`src/rtl/plot_pkg.sv`:
```
// Shared constants, FSM state type and sample clamp for the plot column scheduler.
package plot_pkg;
    localparam int HEIGHT      = 480;
    localparam int WIDTH       = 640;
    localparam int CHUNK_W     = 16;
    localparam int SAMPLE_W    = 16;
    localparam int NUM_CHUNKS  = HEIGHT / CHUNK_W;
    localparam int ROW_W       = $clog2(HEIGHT);
    localparam int CHUNK_IDX_W = 5;
    localparam int COL_W       = 10;

    typedef enum logic [1:0] {
        IDLE    = 2'd0,
        LOAD    = 2'd1,
        STREAM  = 2'd2,
        ADVANCE = 2'd3
    } plot_state_e;

    // Samples beyond the visible area pin to the bottom row.
    function automatic logic [ROW_W-1:0] clamp_row(input logic [SAMPLE_W-1:0] d);
        logic [ROW_W-1:0] r;
        if (d >= SAMPLE_W'(HEIGHT)) begin
            r = ROW_W'(HEIGHT - 1);
        end else begin
            r = d[ROW_W-1:0];
        end
        return r;
    endfunction
endpackage

```
`src/rtl/plot_column_scheduler_if.sv`:
```
// Valid/ready word stream from the column scheduler to the frame-buffer writer.
interface plot_column_scheduler_if;
    import plot_pkg::*;
    logic                   out_valid;
    logic                   out_ready;
    logic [CHUNK_W-1:0]     outputbytes;
    logic [CHUNK_IDX_W-1:0] chunk_idx;
    logic [COL_W-1:0]       Write_row;

    modport master (output out_valid, outputbytes, chunk_idx, Write_row, input out_ready);
    modport slave  (input out_valid, outputbytes, chunk_idx, Write_row, output out_ready);
endinterface

```
`src/rtl/plot_column_scheduler_sync.sv`:
```
// vsync_edge_sync: two-flop synchronizer for raw vsync followed by a registered rising-edge pulse.
module vsync_edge_sync (
    input  logic clk,
    input  logic rst_n,
    input  logic i_async,
    output logic o_edge
);
    logic r_meta;
    logic r_sync;
    logic r_prev;
    logic r_edge;

    // Synchronizer chain and one-cycle rise pulse.
    always_ff @(posedge clk or negedge rst_n) begin
        if (!rst_n) begin
            r_meta <= 1'b0;
            r_sync <= 1'b0;
            r_prev <= 1'b0;
            r_edge <= 1'b0;
        end else begin
            r_meta <= i_async;
            r_sync <= r_meta;
            r_prev <= r_sync;
            r_edge <= r_sync & ~r_prev;
        end
    end

    assign o_edge = r_edge;
endmodule

```
`src/rtl/plot_column_scheduler.sv`:
```
// Per-frame column sequencer: one-hot column per vsync, streamed as CHUNK_W-bit words.
// Optional macro PLOT_OVERRUN_COUNT_EN adds a saturating 8-bit overrun_count output.
module plot_column_scheduler
    import plot_pkg::*;
(
    input  logic                clk,
    input  logic                rst_n,
    input  logic                vsync,
    input  logic [SAMPLE_W-1:0] data,
    output logic                busy,
    output logic                finished,
    output logic                overrun,
`ifdef PLOT_OVERRUN_COUNT_EN
    output logic [7:0]          overrun_count,
`endif
    plot_column_scheduler_if.master out_if
);
    localparam int BASE_W = ROW_W + 1;

    plot_state_e            r_state, w_state_nxt;
    logic                   r_valid, w_valid_nxt;
    logic [CHUNK_W-1:0]     r_bytes, w_bytes_nxt;
    logic [CHUNK_IDX_W-1:0] r_chunk, w_chunk_nxt;
    logic [COL_W-1:0]       r_col, w_col_nxt;
    logic [ROW_W-1:0]       r_sample, w_sample_nxt;
    logic                   r_pend, w_pend_nxt;
    logic [ROW_W-1:0]       r_pend_sample, w_pend_sample_nxt;
    logic                   r_finished, w_fin_nxt;
    logic                   r_overrun, w_ovr_nxt;
    logic                   r_busy;
    logic                   w_edge;
    logic                   w_xfer;
    logic [CHUNK_IDX_W-1:0] w_slice_idx;
    logic [BASE_W-1:0]      w_base;
    logic [CHUNK_W-1:0]     w_slice;

    vsync_edge_sync u_sync (
        .clk     (clk),
        .rst_n   (rst_n),
        .i_async (vsync),
        .o_edge  (w_edge)
    );

    assign w_xfer = r_valid & out_if.out_ready;

    // One-hot slice for the word about to be loaded: word 0 in LOAD, the next word in STREAM.
    always_comb begin
        w_slice_idx = (r_state == STREAM) ? (r_chunk + 5'd1) : 5'd0;
        w_base      = BASE_W'(w_slice_idx) * BASE_W'(CHUNK_W);
        w_slice     = '0;
        for (int j = 0; j < CHUNK_W; j++) begin
            w_slice[j] = ((w_base + BASE_W'(j)) == {1'b0, r_sample});
        end
    end

    // Next-state and next-output logic.
    always_comb begin
        w_state_nxt       = r_state;
        w_valid_nxt       = r_valid;
        w_bytes_nxt       = r_bytes;
        w_chunk_nxt       = r_chunk;
        w_col_nxt         = r_col;
        w_sample_nxt      = r_sample;
        w_pend_nxt        = r_pend;
        w_pend_sample_nxt = r_pend_sample;
        w_fin_nxt         = 1'b0;
        w_ovr_nxt         = 1'b0;
        case (r_state)
            IDLE: begin
                if (w_edge) begin
                    w_state_nxt  = LOAD;
                    w_sample_nxt = clamp_row(data);
                end else begin
                    w_state_nxt = IDLE;
                end
            end
            LOAD: begin
                w_state_nxt = STREAM;
                w_valid_nxt = 1'b1;
                w_bytes_nxt = w_slice;
                w_chunk_nxt = '0;
            end
            STREAM: begin
                if (w_xfer && (r_chunk == CHUNK_IDX_W'(NUM_CHUNKS - 1))) begin
                    w_valid_nxt = 1'b0;
                    w_fin_nxt   = 1'b1;
                    w_state_nxt = ADVANCE;
                end else if (w_xfer) begin
                    w_chunk_nxt = r_chunk + 5'd1;
                    w_bytes_nxt = w_slice;
                end else begin
                    w_state_nxt = STREAM;
                end
            end
            ADVANCE: begin
                w_col_nxt = (r_col == COL_W'(WIDTH - 1)) ? '0 : (r_col + 10'd1);
                if (r_pend) begin
                    w_state_nxt  = LOAD;
                    w_sample_nxt = r_pend_sample;
                    w_pend_nxt   = 1'b0;
                end else if (w_edge) begin
                    w_state_nxt  = LOAD;
                    w_sample_nxt = clamp_row(data);
                end else begin
                    w_state_nxt = IDLE;
                end
            end
            default: begin
                w_state_nxt = IDLE;
                w_valid_nxt = 1'b0;
            end
        endcase

        // A vsync edge while busy is deferred into the single pending slot, newest wins.
        // In ADVANCE with the slot empty the edge was already consumed straight into LOAD.
        if (w_edge && (r_state != IDLE)) begin
            w_ovr_nxt = 1'b1;
            if ((r_state == ADVANCE) && !r_pend) begin
                w_pend_nxt = 1'b0;
            end else begin
                w_pend_nxt        = 1'b1;
                w_pend_sample_nxt = clamp_row(data);
            end
        end else begin
            w_ovr_nxt = 1'b0;
        end
    end

    // State and registered outputs.
    always_ff @(posedge clk or negedge rst_n) begin
        if (!rst_n) begin
            r_state       <= IDLE;
            r_valid       <= 1'b0;
            r_bytes       <= '0;
            r_chunk       <= '0;
            r_col         <= '0;
            r_sample      <= '0;
            r_pend        <= 1'b0;
            r_pend_sample <= '0;
            r_finished    <= 1'b0;
            r_overrun     <= 1'b0;
            r_busy        <= 1'b0;
        end else begin
            r_state       <= w_state_nxt;
            r_valid       <= w_valid_nxt;
            r_bytes       <= w_bytes_nxt;
            r_chunk       <= w_chunk_nxt;
            r_col         <= w_col_nxt;
            r_sample      <= w_sample_nxt;
            r_pend        <= w_pend_nxt;
            r_pend_sample <= w_pend_sample_nxt;
            r_finished    <= w_fin_nxt;
            r_overrun     <= w_ovr_nxt;
            r_busy        <= (w_state_nxt != IDLE);
        end
    end

`ifdef PLOT_OVERRUN_COUNT_EN
    logic [7:0] r_ovr_cnt;

    // Saturating overrun counter, cleared only by reset.
    always_ff @(posedge clk or negedge rst_n) begin
        if (!rst_n) begin
            r_ovr_cnt <= 8'd0;
        end else if (w_ovr_nxt && (r_ovr_cnt != 8'hFF)) begin
            r_ovr_cnt <= r_ovr_cnt + 8'd1;
        end else begin
            r_ovr_cnt <= r_ovr_cnt;
        end
    end

    assign overrun_count = r_ovr_cnt;
`endif

    assign out_if.out_valid   = r_valid;
    assign out_if.outputbytes = r_bytes;
    assign out_if.chunk_idx   = r_chunk;
    assign out_if.Write_row   = r_col;
    assign busy               = r_busy;
    assign finished           = r_finished;
    assign overrun            = r_overrun;
endmodule

```
`src/flat_wrapper.sv`:
```
// flat-port wrapper written by rule: the top's interface ports become plain ports
module plot_column_scheduler_flat import plot_pkg::*;
  (clk, rst_n, vsync, data, busy, finished, overrun, out_if_out_valid, out_if_outputbytes, out_if_chunk_idx, out_if_Write_row, out_if_out_ready);
  plot_column_scheduler_if out_if_i ();
  input  logic clk;
  input  logic rst_n;
  input  logic vsync;
  input  logic [SAMPLE_W-1:0] data;
  output logic busy;
  output logic finished;
  output logic overrun;
  output wire logic [$bits(out_if_i.out_valid)-1:0] out_if_out_valid;
  output wire logic [$bits(out_if_i.outputbytes)-1:0] out_if_outputbytes;
  output wire logic [$bits(out_if_i.chunk_idx)-1:0] out_if_chunk_idx;
  output wire logic [$bits(out_if_i.Write_row)-1:0] out_if_Write_row;
  input wire logic [$bits(out_if_i.out_ready)-1:0] out_if_out_ready;
  assign out_if_out_valid = out_if_i.out_valid;
  assign out_if_outputbytes = out_if_i.outputbytes;
  assign out_if_chunk_idx = out_if_i.chunk_idx;
  assign out_if_Write_row = out_if_i.Write_row;
  assign out_if_i.out_ready = out_if_out_ready;
  plot_column_scheduler u_core (.clk(clk), .rst_n(rst_n), .vsync(vsync), .data(data), .busy(busy), .finished(finished), .overrun(overrun), .out_if(out_if_i));
endmodule
```
`config.mk`:
```
export PLATFORM = sky130hd
export DESIGN_NAME = plot_column_scheduler_flat
export DESIGN_NICKNAME = d
export VERILOG_FILES = /design/src/rtl/plot_pkg.sv /design/src/rtl/plot_column_scheduler_if.sv /design/src/rtl/plot_column_scheduler_sync.sv /design/src/rtl/plot_column_scheduler.sv /design/src/flat_wrapper.sv
export SDC_FILE = /design/constraint.sdc
export NUM_CORES = 1
export LEC_CHECK = 0
export BUFFER_PORTS_ARGS = -buffer_cell sky130_fd_sc_hd__buf_2
export CORE_MARGIN = 2
export CORE_UTILIZATION = 55
export DETAILED_ROUTE_END_ITERATION = 8
export PLACE_DENSITY = 0.79
export SYNTH_ARGS = -nofsm -noshare
export SYNTH_HDL_FRONTEND = slang
export SYNTH_SLANG_ARGS = --single-unit
```
`constraint.sdc`:
```
create_clock -name clk -period 3.8 [get_ports clk]
set_clock_uncertainty 0.05 [all_clocks]
set_input_delay 0.76 -clock clk [delete_from_list [all_inputs] [get_ports clk]]
set_output_delay 0.76 -clock clk [all_outputs]
set_load 0.03 [all_outputs]
```
==> results.md, run 1 <==
- DR pass1 iterations: 4
- Clk root buf: clkbuf_8
- GRT Total Usage: 0.213
- Leakage power: 0.00145 µW
- Routed Antenna Nets: 0
- Worst r2r src: u_core.out_if.chunk_idx[0]$_DFFE_PN0P_
- WL per Instance: 14.0 µm
- Ant diodes: 0
- Cell family with most CP delay: compound AO/OA/AOI/OAI gates
- Post-synth EDFFs: 0
- Crit path DAT: 2.73 ns
- R2R setup slack: 1.19 ns
- Worst relative slew slack: 0.257
- Crit end category: flip-flop
- CP max-delay cell: a211oi_2
- Share of cells above drive strength 1: 0.266
- Core area: 5070 µm²
- Crit path buffers/inverters: 0
- Max clock buf depth: 2
- Worst Path Required: 3.93 ns
- Worst path cell trace: ha_1 > nand3_2 > xor3_1 > and4_1 > a211oi_2 > o31ai_1
- Unrepaired setup endpoints after global routing: false
- Area delta synth->final: 16.8%
- DR vias: 2182
- Filler cells: 417
- Critical Path Max Stage Delay: 0.81 ns
- Clock transition at path regs: 0.08 ns
- Sum Neg Setup Slack: 0 ns
- Reg-to-reg endpoint: u_core.out_if.outputbytes[14]$_DFFE_PN0P_
- Mean area per synthesized cell: 10.8 µm²
- PortBufs: 54
- Pin slew with the least headroom to its limit: 1.11 ns
- Sequential share of the synthesized area: 0.520
- Crit path max fanout: 16
- # setup viols final: 0
- Max_cap viols: 0
- Routability congestion estimate: 0.780
- P per Cell Area: 579 nW/µm²
- Syn nets: 295
- Period utilization: 0.686
- Synth async-reset ratio: 1.00
- Final Routed Wirelength: 5570 µm
- Most used DFF post-synth: dfrtp_1
- H-tree levels: 3
- Synth Register Bits: 60
- CTS tree: yes
- Post-cts hold buffer count: 0
- Most common cell after layout, fill and taps aside: dfrtp_1
- Num CTS Buffers: 9
- Post-DP HPWL: 3860 µm
- Hold Crit Depth: 0
- Clk sink count: 60
- Peak supply drop: 0.000349 V
- F_max: 384 MHz
- DRT iter0 DRCs: 110
- Initial antenna violation count: 0
- Crit path from: u_core.out_if.chunk_idx[0]$_DFFE_PN0P_
- Fin nets: 349
- DIE HEIGHT: 76.4 µm
- FF+latch area: 1500 µm²
- Global-route wire length before repair: 9890 µm
- CP startpoint kind: flip-flop
- Netlist cell types: 40
- YS warnings: 0
- Multi-input gate area: 1290 µm²
- Most frequent cells in the layout: dfrtp_1 (60), buf_2 (54), nand2_1 (25)
- Drt drc: 0
- Grt ovf: 0
- Vias per cell: 5.50
- Chip width: 76.4 µm
- Post-Syn Area: 2890 µm²
- Worst skew pair latency: 0.34 ns
- Hold_ws: 0.305 ns
- Setup Buffers After CTS: 0
- Tmin final: 2.61 ns
- Hold path startpoint: u_core.u_sync.r_meta$_DFF_PN0_
- Status: finished, final reports clean
- Ports: 55
- Crit Path Class: flip-flop to flip-flop
- Resize count post-CTS: 0
- Vias in the first global route: 2179
- Final Max Slew Viols: 0
- Cells after Synth: 268
- Hold Path End: u_core.u_sync.r_sync$_DFF_PN0_
- Largest net degree at the start of global routing: 51
- Hold crit path type: flip-flop to flip-flop
- R2R cell count: 6
- Die Area: 5840 µm²
- FP Rows: 26
- Final Hold Viols: 0
- Initial Utilization: 0.569
[through the flow]
step | util | instance area (µm²) | total power, µW | std cells | setup WS (ns)
6_report | 0.664 | 3370 | 1950 | 397 | 1.19
5_1_grt | 0.664 | 3370 | 2090 | 397 | 0.926
4_1_cts | 0.664 | 3370 | 1970 | 397 | 1.19
3_5_place_dp | 0.629 | 3190 | 1460 | 381 | 1.22
3_3_place_gp | 0.629 | 3190 | 1440 | 381 | 1.29
2_1_floorplan | - | 2890 | 1300 | 268 | 1.54
[kinds of logic after synthesis]
| logic type | share of synthesized area |
|---|---|
| AO/OA/AOI/OAI | 0.167 |
| buffers and inverters | 0.0329 |
| XOR/XNOR | 0.0446 |
| adder cells (fa/ha/maj) | 0.0303 |
| flip-flops | 0.520 |
| AND/OR/NAND/NOR | 0.186 |
| multiplexers | 0.0186 |
[sequential cells by signal, summed over array words and instances, names as in the netlist]
name,count
u_core.u_sync.r_prev,1
u_core.out_if.Write_row,10
u_core.overrun,1
u_core.out_if.out_valid,1
u_core.busy,1
u_core.u_sync.o_edge,1
u_core.r_pend,1
u_core.r_state,2
u_core.r_sample,9
u_core.out_if.outputbytes,16
u_core.u_sync.r_sync,1
u_core.u_sync.r_meta,1
u_core.out_if.chunk_idx,5
u_core.finished,1
u_core.r_pend_sample,9
[cell usage after synthesis, drive strengths merged, types with 2 or more instances]
cell     n  area, µm²
nor2b    3       18.8
nand4    7       50.1
a31oi    3       18.8
mux2     3       33.8
or2      6       37.5
o22a    23        201
nand4b   4       35.0
buf      3       27.5
nor3b    3       22.5
inv      8       30.0
and4     2       17.5
ha       7       87.6
a21oi    6       30.0
dfrtp   60       1500
clkbuf  10       37.5
nand2   25       93.8
nor3     3       15.0
and2     2       12.5
o21ai    9       45.0
xnor2    9       78.8
nand2b   7       43.8
or3      3       18.8
mux2i    2       20.0
nor2    19       71.3
o31ai   18        135
nand3   11       60.1
xor2     3       26.3
[worst max path at each step]
stage | end | slack, ns | cells after the start
2_1_floorplan | u_core.r_sample[0]$_DFFE_PN0P_ | 1.54 | 5
3_3_place_gp | u_core.r_sample[1]$_DFFE_PN0P_ | 1.29 | 6
3_5_place_dp | u_core.out_if.outputbytes[11]$_DFFE_PN0P_ | 1.22 | 6
4_1_cts | u_core.out_if.outputbytes[14]$_DFFE_PN0P_ | 1.19 | 6
5_1_grt | u_core.out_if.outputbytes[14]$_DFFE_PN0P_ | 0.93 | 6
6_report | u_core.out_if.outputbytes[14]$_DFFE_PN0P_ | 1.19 | 6
[worst reg2reg max path: cells and delay by family (launching register included)]
family                   cells  cell delay [ns]
AO/OA/AOI/OAI                2             1.04
flip-flops                   1             0.50
XOR/XNOR                     1             0.19
AND/OR/NAND/NOR              2             0.35
adder cells (fa/ha/maj)      1             0.31
[layer usage]
metal / track usage / wire [µm]
met5: 0 / 0
met4: 0.125 / 140
met3: 0.0438 / 284
met2: 0.332 / 2590
met1: 0.277 / 2560
[power by group]
| part | leakage (µW) | internal, µW | switching, µW |
|---|---|---|---|
| sequential | 0.000723 | 718 | 104 |
| combinational | 0.000649 | 224 | 400 |
| clock | 0.0000803 | 251 | 257 |
[area by class of cell]
cell class,instances,area share
timing repair buffer,56,0.0846
tap,70,0.0260
multi-input combinational,187,0.383
sequential,60,0.445
clock inverter,6,0.0119
inverter,8,0.00891
clock buffer,10,0.0408
(Power assumes the default switching activity.)
==> run 2: changes to the inputs <==
==> constraint.sdc (replaced) <==
create_clock -name clk -period 2.59 [get_ports clk]
set_clock_uncertainty 0.05 [all_clocks]
set_input_delay 0.518 -clock clk [delete_from_list [all_inputs] [get_ports clk]]
set_output_delay 0.518 -clock clk [all_outputs]
set_load 0.03 [all_outputs]
==> run 2 against run 1 <==
Compared with the run above:
- combinational power up 56%
- die area is the same
- hold slack worse by 0.17 ns
- utilization grew 1.0 points
- highest routed layer unchanged
==> results.md, run 2 (synthesized netlist as in run 1, its figures left out) <==
- R2R cell count: 6 (unchanged)
- Tmin final: 2.20 ns (-0.405 ns)
- Crit end category: flip-flop
- Drt drc: 0 (unchanged)
- F_max: 454 MHz (+18%)
- Clk sink count: 60 (unchanged)
- Post-cts hold buffer count: 0 (unchanged)
- Leakage power: 0.00148 µW (+1.7%)
- Worst relative slew slack: 0.517 (+0.260)
- Worst skew pair latency: 0.34 ns (about the same)
- DIE HEIGHT: 76.4 µm (unchanged)
- GRT Total Usage: 0.212 (-0.000786)
- Chip width: 76.4 µm (unchanged)
- Pin slew with the least headroom to its limit: 0.723 ns (-0.389 ns)
- Die Area: 5840 µm² (unchanged)
- # setup viols final: 0 (unchanged)
- Psw: 1130 µW (+49%)
- Setup Buffers After CTS: 0 (unchanged)
- Max_cap viols: 0 (unchanged)
- Largest register FFs: 16 (unchanged)
- H-tree levels: 3 (unchanged)
- Peak supply drop: 0.000558 V (+60%)
- CTS tree: yes
- Clock group share of total power: 0.255 (-0.005)
- Most common cell after layout, fill and taps aside: dfrtp_1
- Area delta synth->final: 18.6%
- Crit Path Class: flip-flop to flip-flop
- Sum Neg Setup Slack: 0 ns (unchanged)
- Unrepaired setup endpoints after global routing: false
- Max clock buf depth: 2 (unchanged)
- FF+latch area: 1500 µm² (unchanged)
- Clk root buf: clkbuf_8
- Most frequent cells in the layout: dfrtp_1 (60), buf_2 (54), nand2_1 (25)
- Switch share: 0.389 (-0.000893)
- Share of cells above drive strength 1: 0.275 (+0.00887)
- DRT iter0 DRCs: 171 (+55%)
- Initial antenna violation count: 0 (unchanged)
- Clock transition at path regs: 0.08 ns (about the same)
- Resize count post-CTS: 0 (unchanged)
- Largest net degree at the start of global routing: 36 (-29%)
- Num CTS Buffers: 9 (unchanged)
- Placed insts: 385 (+1.0%)
- Fin cells: 401 (+1.0%)
- P per Cell Area: 850 nW/µm² (+47%)
- Crit path max fanout: 16 (unchanged)
- Internal Power: 1780 µW (+49%)
- Register share of total power: 0.412 (-0.009)
- Core area: 5070 µm² (unchanged)
- WL per Instance: 14.2 µm (+0.96%)
- DR pass1 iterations: 4 (unchanged)
- Routed Antenna Nets: 0 (unchanged)
- Status: finished, final reports clean
- Crit path DAT: 2.39 ns (-0.34 ns)
- PortBufs: 54 (unchanged)
- Routability congestion estimate: 0.787 (+0.92%)
- Global-route wire length before repair: 9820 µm (-0.77%)
- Final Hold Viols: 0 (unchanged)
- DR vias: 2226 (+2.0%)
- FP Rows: 26 (unchanged)
- Vias per cell: 5.55 (+1.0%)
- Post-DP HPWL: 3880 µm (+0.51%)
- Period utilization: 0.850 (+0.164)
- Final Routed Wirelength: 5680 µm (+2.0%)
- Vias in the first global route: 2042 (-6.3%)
- CP startpoint kind: flip-flop
- Initial Utilization: 0.569 (unchanged)
- Ant diodes: 0 (unchanged)
- Final Max Slew Viols: 0 (unchanged)
- Combinational power share: 0.333 (+0.014)
- Hold crit path type: input port to async pin
- Worst Path Required: 2.77 ns (-1.16 ns)
- Filler cells: 415 (-0.48%)
- Fin nets: 353 (+1.1%)
- Grt ovf: 0 (unchanged)
- Ports: 55 (unchanged)
- Multi-input gate area: 1300 µm² (+0.78%)
## run 2: changes by cell type in the layout (fill, tap and decap cells not counted), sizes merged
cell  delta
buf      +4
## run 2: layout make-up
| cell class | instances | share of cell area |
|---|---|---|
| clock buffer | 10 | 0.0402 |
| clock inverter | 6 | 0.0117 |
| inverter | 8 | 0.00877 |
| multi-input combinational | 187 | 0.380 |
| sequential | 60 | 0.438 |
| tap | 70 | 0.0256 |
| timing repair buffer | 60 | 0.0957 |
## run 2: routing by layer
layer  share of wire  track usage
met1            0.47        0.291
met2            0.46        0.321
met3           0.054       0.0758
met4          0.0093       0.0600
met5               0            0
## run 2: power by group through the flow
stage | registers (µW) | logic, µW | clock network, µW
after floorplan | 1280 | 620 | 0
after global placement | 1210 | 943 | 0
after detailed placement | 1210 | 959 | 0
after CTS | 1200 | 966 | 755
after global routing | 1220 | 1080 | 807
final | 1200 | 971 | 742
## run 2: critical path, cell delays in order (launching register included)
cell and delay, ns:
dfrtp_1 0.45, ha_1 0.28, xor2_1 0.18, mux2_1 0.33
o22ai_1 0.20, o311ai_4 0.28, o31ai_1 0.32
## run 2: final timing paths
kind	start	slack [ns]	end
worst max register to register	u_core.out_if.chunk_idx[0]$_DFFE_PN0P_	0.39	u_core.out_if.outputbytes[0]$_DFFE_PN0P_
worst max-delay path	u_core.out_if.chunk_idx[0]$_DFFE_PN0P_	0.39	u_core.out_if.outputbytes[0]$_DFFE_PN0P_
min in group clk	vsync	0.23	u_core.u_sync.r_meta$_DFF_PN0_
worst min-delay path	rst_n	0.14	u_core.out_if.outputbytes[11]$_DFFE_PN0P_
worst min register to register	u_core.u_sync.r_meta$_DFF_PN0_	0.32	u_core.u_sync.r_sync$_DFF_PN0_
max in group asynchronous	rst_n	1.76	u_core.r_sample[3]$_DFFE_PN0P_
## run 2: through the flow
stage / setup slack (ns) / total power [µW] / hold slack, ns / area [µm²] / utilization
2_1_floorplan: 0.374 / 1900 / 0.172 / 2890 / -
3_3_place_gp: 0.234 / 2150 / 0.295 / 3240 / 0.638
3_5_place_dp: 0.148 / 2170 / 0.306 / 3240 / 0.638
4_1_cts: 0.148 / 2920 / 0.152 / 3410 / 0.673
5_1_grt: 0.203 / 3110 / 0.172 / 3420 / 0.675
6_report: 0.388 / 2910 / 0.138 / 3420 / 0.675
==> run 3: changes to the inputs <==
--- a/config.mk
+++ b/config.mk
@@ -10,6 +10,7 @@
 export CORE_UTILIZATION = 55
 export DETAILED_ROUTE_END_ITERATION = 8
 export PLACE_DENSITY = 0.79
+export RECOVER_POWER = 100
 export SYNTH_ARGS = -nofsm -noshare
 export SYNTH_HDL_FRONTEND = slang
 export SYNTH_SLANG_ARGS = --single-unit
==> run 3 against run 2 <==
Compared with the run above:
- clock power barely moved
- hold slack gained 0.094 ns
- sequential share of layout area increased by 1.0 points
- critical path depth unchanged
- sequential cell count did not move
- via count shrank 0.13%
- worst setup slack got worse by 0.033 ns
- cell area is 2.3% lower
- utilization decreased by 1.5 points
- first-iteration DRC count rose by 6.4%
- critical endpoint unchanged
==> results.md, run 3 (synthesized netlist as in run 1, its figures left out) <==
- Status: finished, final reports clean
- CP max-delay cell: dfrtp_1
- Final Worst Setup Slack: 0.355 ns (-0.0327 ns)
- Sum Neg Setup Slack: 0 ns (unchanged)
- Place WS: 0.148 ns (unchanged)
- Hold_ws: 0.233 ns (+0.0943 ns)
- Drt drc: 0 (unchanged)
- Max clock buf depth: 2 (unchanged)
- Unrepaired setup endpoints after global routing: false
- Reg-to-reg endpoint: u_core.out_if.outputbytes[0]$_DFFE_PN0P_
- Hold path startpoint: vsync
- P per Cell Area: 858 nW/µm² (+0.87%)
- Resize count post-CTS: 0 (unchanged)
- PortBufs: 54 (unchanged)
- Post-DP HPWL: 3880 µm (unchanged)
- Worst r2r src: u_core.out_if.chunk_idx[0]$_DFFE_PN0P_
- Initial Utilization: 0.569 (unchanged)
- CTS tree: yes
- H-tree levels: 3 (unchanged)
- Crit path DAT: 2.42 ns (+0.03 ns)
- Vias per cell: 5.54 (-0.13%)
- DRT iter0 DRCs: 182 (+6.4%)
- GRT Total Usage: 0.212 (unchanged)
- Vias in the first global route: 2042 (unchanged)
- WL per Instance: 14.2 µm (+0.23%)
- Critical Path Max Stage Delay: 0.46 ns (about the same)
- Core area: 5070 µm² (unchanged)
- Setup Buffers After CTS: 0 (unchanged)
- Max_cap viols: 0 (unchanged)
- Clock transition at path regs: 0.07 ns (about the same)
- Area delta synth->final: 16.0%
- Final Max Slew Viols: 0 (unchanged)
- Ports: 55 (unchanged)
- F_max: 447 MHz (-1.5%)
- Largest register FFs: 16 (unchanged)
- Filler cells: 439 (+5.8%)
- Tmin final: 2.23 ns (+0.0327 ns)
- Largest net degree at the start of global routing: 36 (unchanged)
- Crit path max fanout: 16 (unchanged)
- Share of cells above drive strength 1: 0.151 (-0.124)
- Routability congestion estimate: 0.787 (unchanged)
- Initial antenna violation count: 0 (unchanged)
- Hold Path End: u_core.u_sync.r_meta$_DFF_PN0_
- DIE HEIGHT: 76.4 µm (unchanged)
- R2R setup slack: 0.36 ns (-0.03 ns)
- Most frequent cells in the layout: dfrtp_1 (60), clkbuf_1 (39), nand2_1 (25)
- CP startpoint kind: flip-flop
- Grt ovf: 0 (unchanged)
- Worst path cell trace: ha_1 > xor2_1 > mux2_1 > o22ai_1 > o311ai_4 > o31ai_1
- Chip width: 76.4 µm (unchanged)
- Most common cell after layout, fill and taps aside: dfrtp_1
- Cell family with most CP delay: compound AO/OA/AOI/OAI gates
- Num CTS Buffers: 9 (unchanged)
- R2R cell count: 6 (unchanged)
- Worst skew pair latency: 0.33 ns (about the same)
- Final Hold Viols: 0 (unchanged)
- Pin slew with the least headroom to its limit: 1.37 ns (+0.646 ns)
- DR vias: 2223 (-0.13%)
- Peak supply drop: 0.000547 V (-2.0%)
- Global-route wire length before repair: 9820 µm (unchanged)
- Worst relative slew slack: 0.0872 (-0.429)
- DR pass1 iterations: 4 (unchanged)
- # setup viols final: 0 (unchanged)
- Period utilization: 0.863 (+0.0126)
- Die Area: 5840 µm² (unchanged)
- Worst Path Required: 2.77 ns (about the same)
- Hold crit path type: input port to flip-flop
- Post-cts hold buffer count: 0 (unchanged)
- Crit Path Class: flip-flop to flip-flop
- Routed Antenna Nets: 0 (unchanged)
- Fin nets: 353 (unchanged)
- Crit path buffers/inverters: 0 (unchanged)
- Clk sink count: 60 (unchanged)
- Crit end category: flip-flop
- Hold Crit Depth: 1
- Clk root buf: clkbuf_8
- Ant diodes: 0 (unchanged)
- Leakage power: 0.00131 µW (-11%)
- FP Rows: 26 (unchanged)
- Final Routed Wirelength: 5690 µm (+0.23%)
-- run 3: power breakdown --
part	internal, µW	leakage (µW)	switching [µW]
sequential	1050	0.000723	147
clock	368	0.0000803	372
combinational	316	0.000511	614
total	1740	0.00131	1130
-- run 3: area by class of cell --
type / count / area, µm² / area share
multi-input combinational: 187 / 1290 / 0.387
clock inverter: 6 / 40.0 / 0.0120
tap: 70 / 87.6 / 0.0262
clock buffer: 10 / 138 / 0.0411
sequential: 60 / 1500 / 0.449
timing repair buffer: 60 / 256 / 0.0766
inverter: 8 / 30.0 / 0.00897
-- run 3: how the worst max path moves through the flow --
stage	from	endpoint	slack [ns]	depth (start not counted)
finish	u_core.out_if.chunk_idx[0]$_DFFE_PN0P_	u_core.out_if.outputbytes[0]$_DFFE_PN0P_	0.36	6
global route	rst_n	u_core.r_pend_sample[5]$_DFFE_PN0P_	0.12	2
CTS	u_core.out_if.chunk_idx[0]$_DFFE_PN0P_	u_core.out_if.outputbytes[0]$_DFFE_PN0P_	0.15	6
detailed placement	u_core.out_if.chunk_idx[0]$_DFFE_PN0P_	u_core.out_if.outputbytes[0]$_DFFE_PN0P_	0.15	6
floorplan	u_core.out_if.chunk_idx[0]$_DFFE_PN0P_	u_core.out_if.outputbytes[10]$_DFFE_PN0P_	0.37	7
global placement	u_core.out_if.chunk_idx[0]$_DFFE_PN0P_	u_core.out_if.outputbytes[10]$_DFFE_PN0P_	0.23	6
-- run 3: per-layer routing --
layer	global-route usage	wire, µm	vias up
met3	0.0758	317	2
li1	-	-	1090
met2	0.321	2680	60
met4	0.0600	21	0
met5	0	0	-
met1	0.291	2670	1071
-- run 3: stage by stage --
| stage | utilization | total power, µW | instance area, µm² | cells |
|---|---|---|---|---|
| after global placement | 0.638 | 2150 | 3240 | 385 |
| after detailed placement | 0.638 | 2170 | 3240 | 385 |
| after global routing | 0.660 | 3060 | 3350 | 401 |
| after floorplan | - | 1900 | 2890 | 268 |
| after CTS | 0.673 | 2920 | 3410 | 401 |
| final | 0.660 | 2870 | 3350 | 401 |
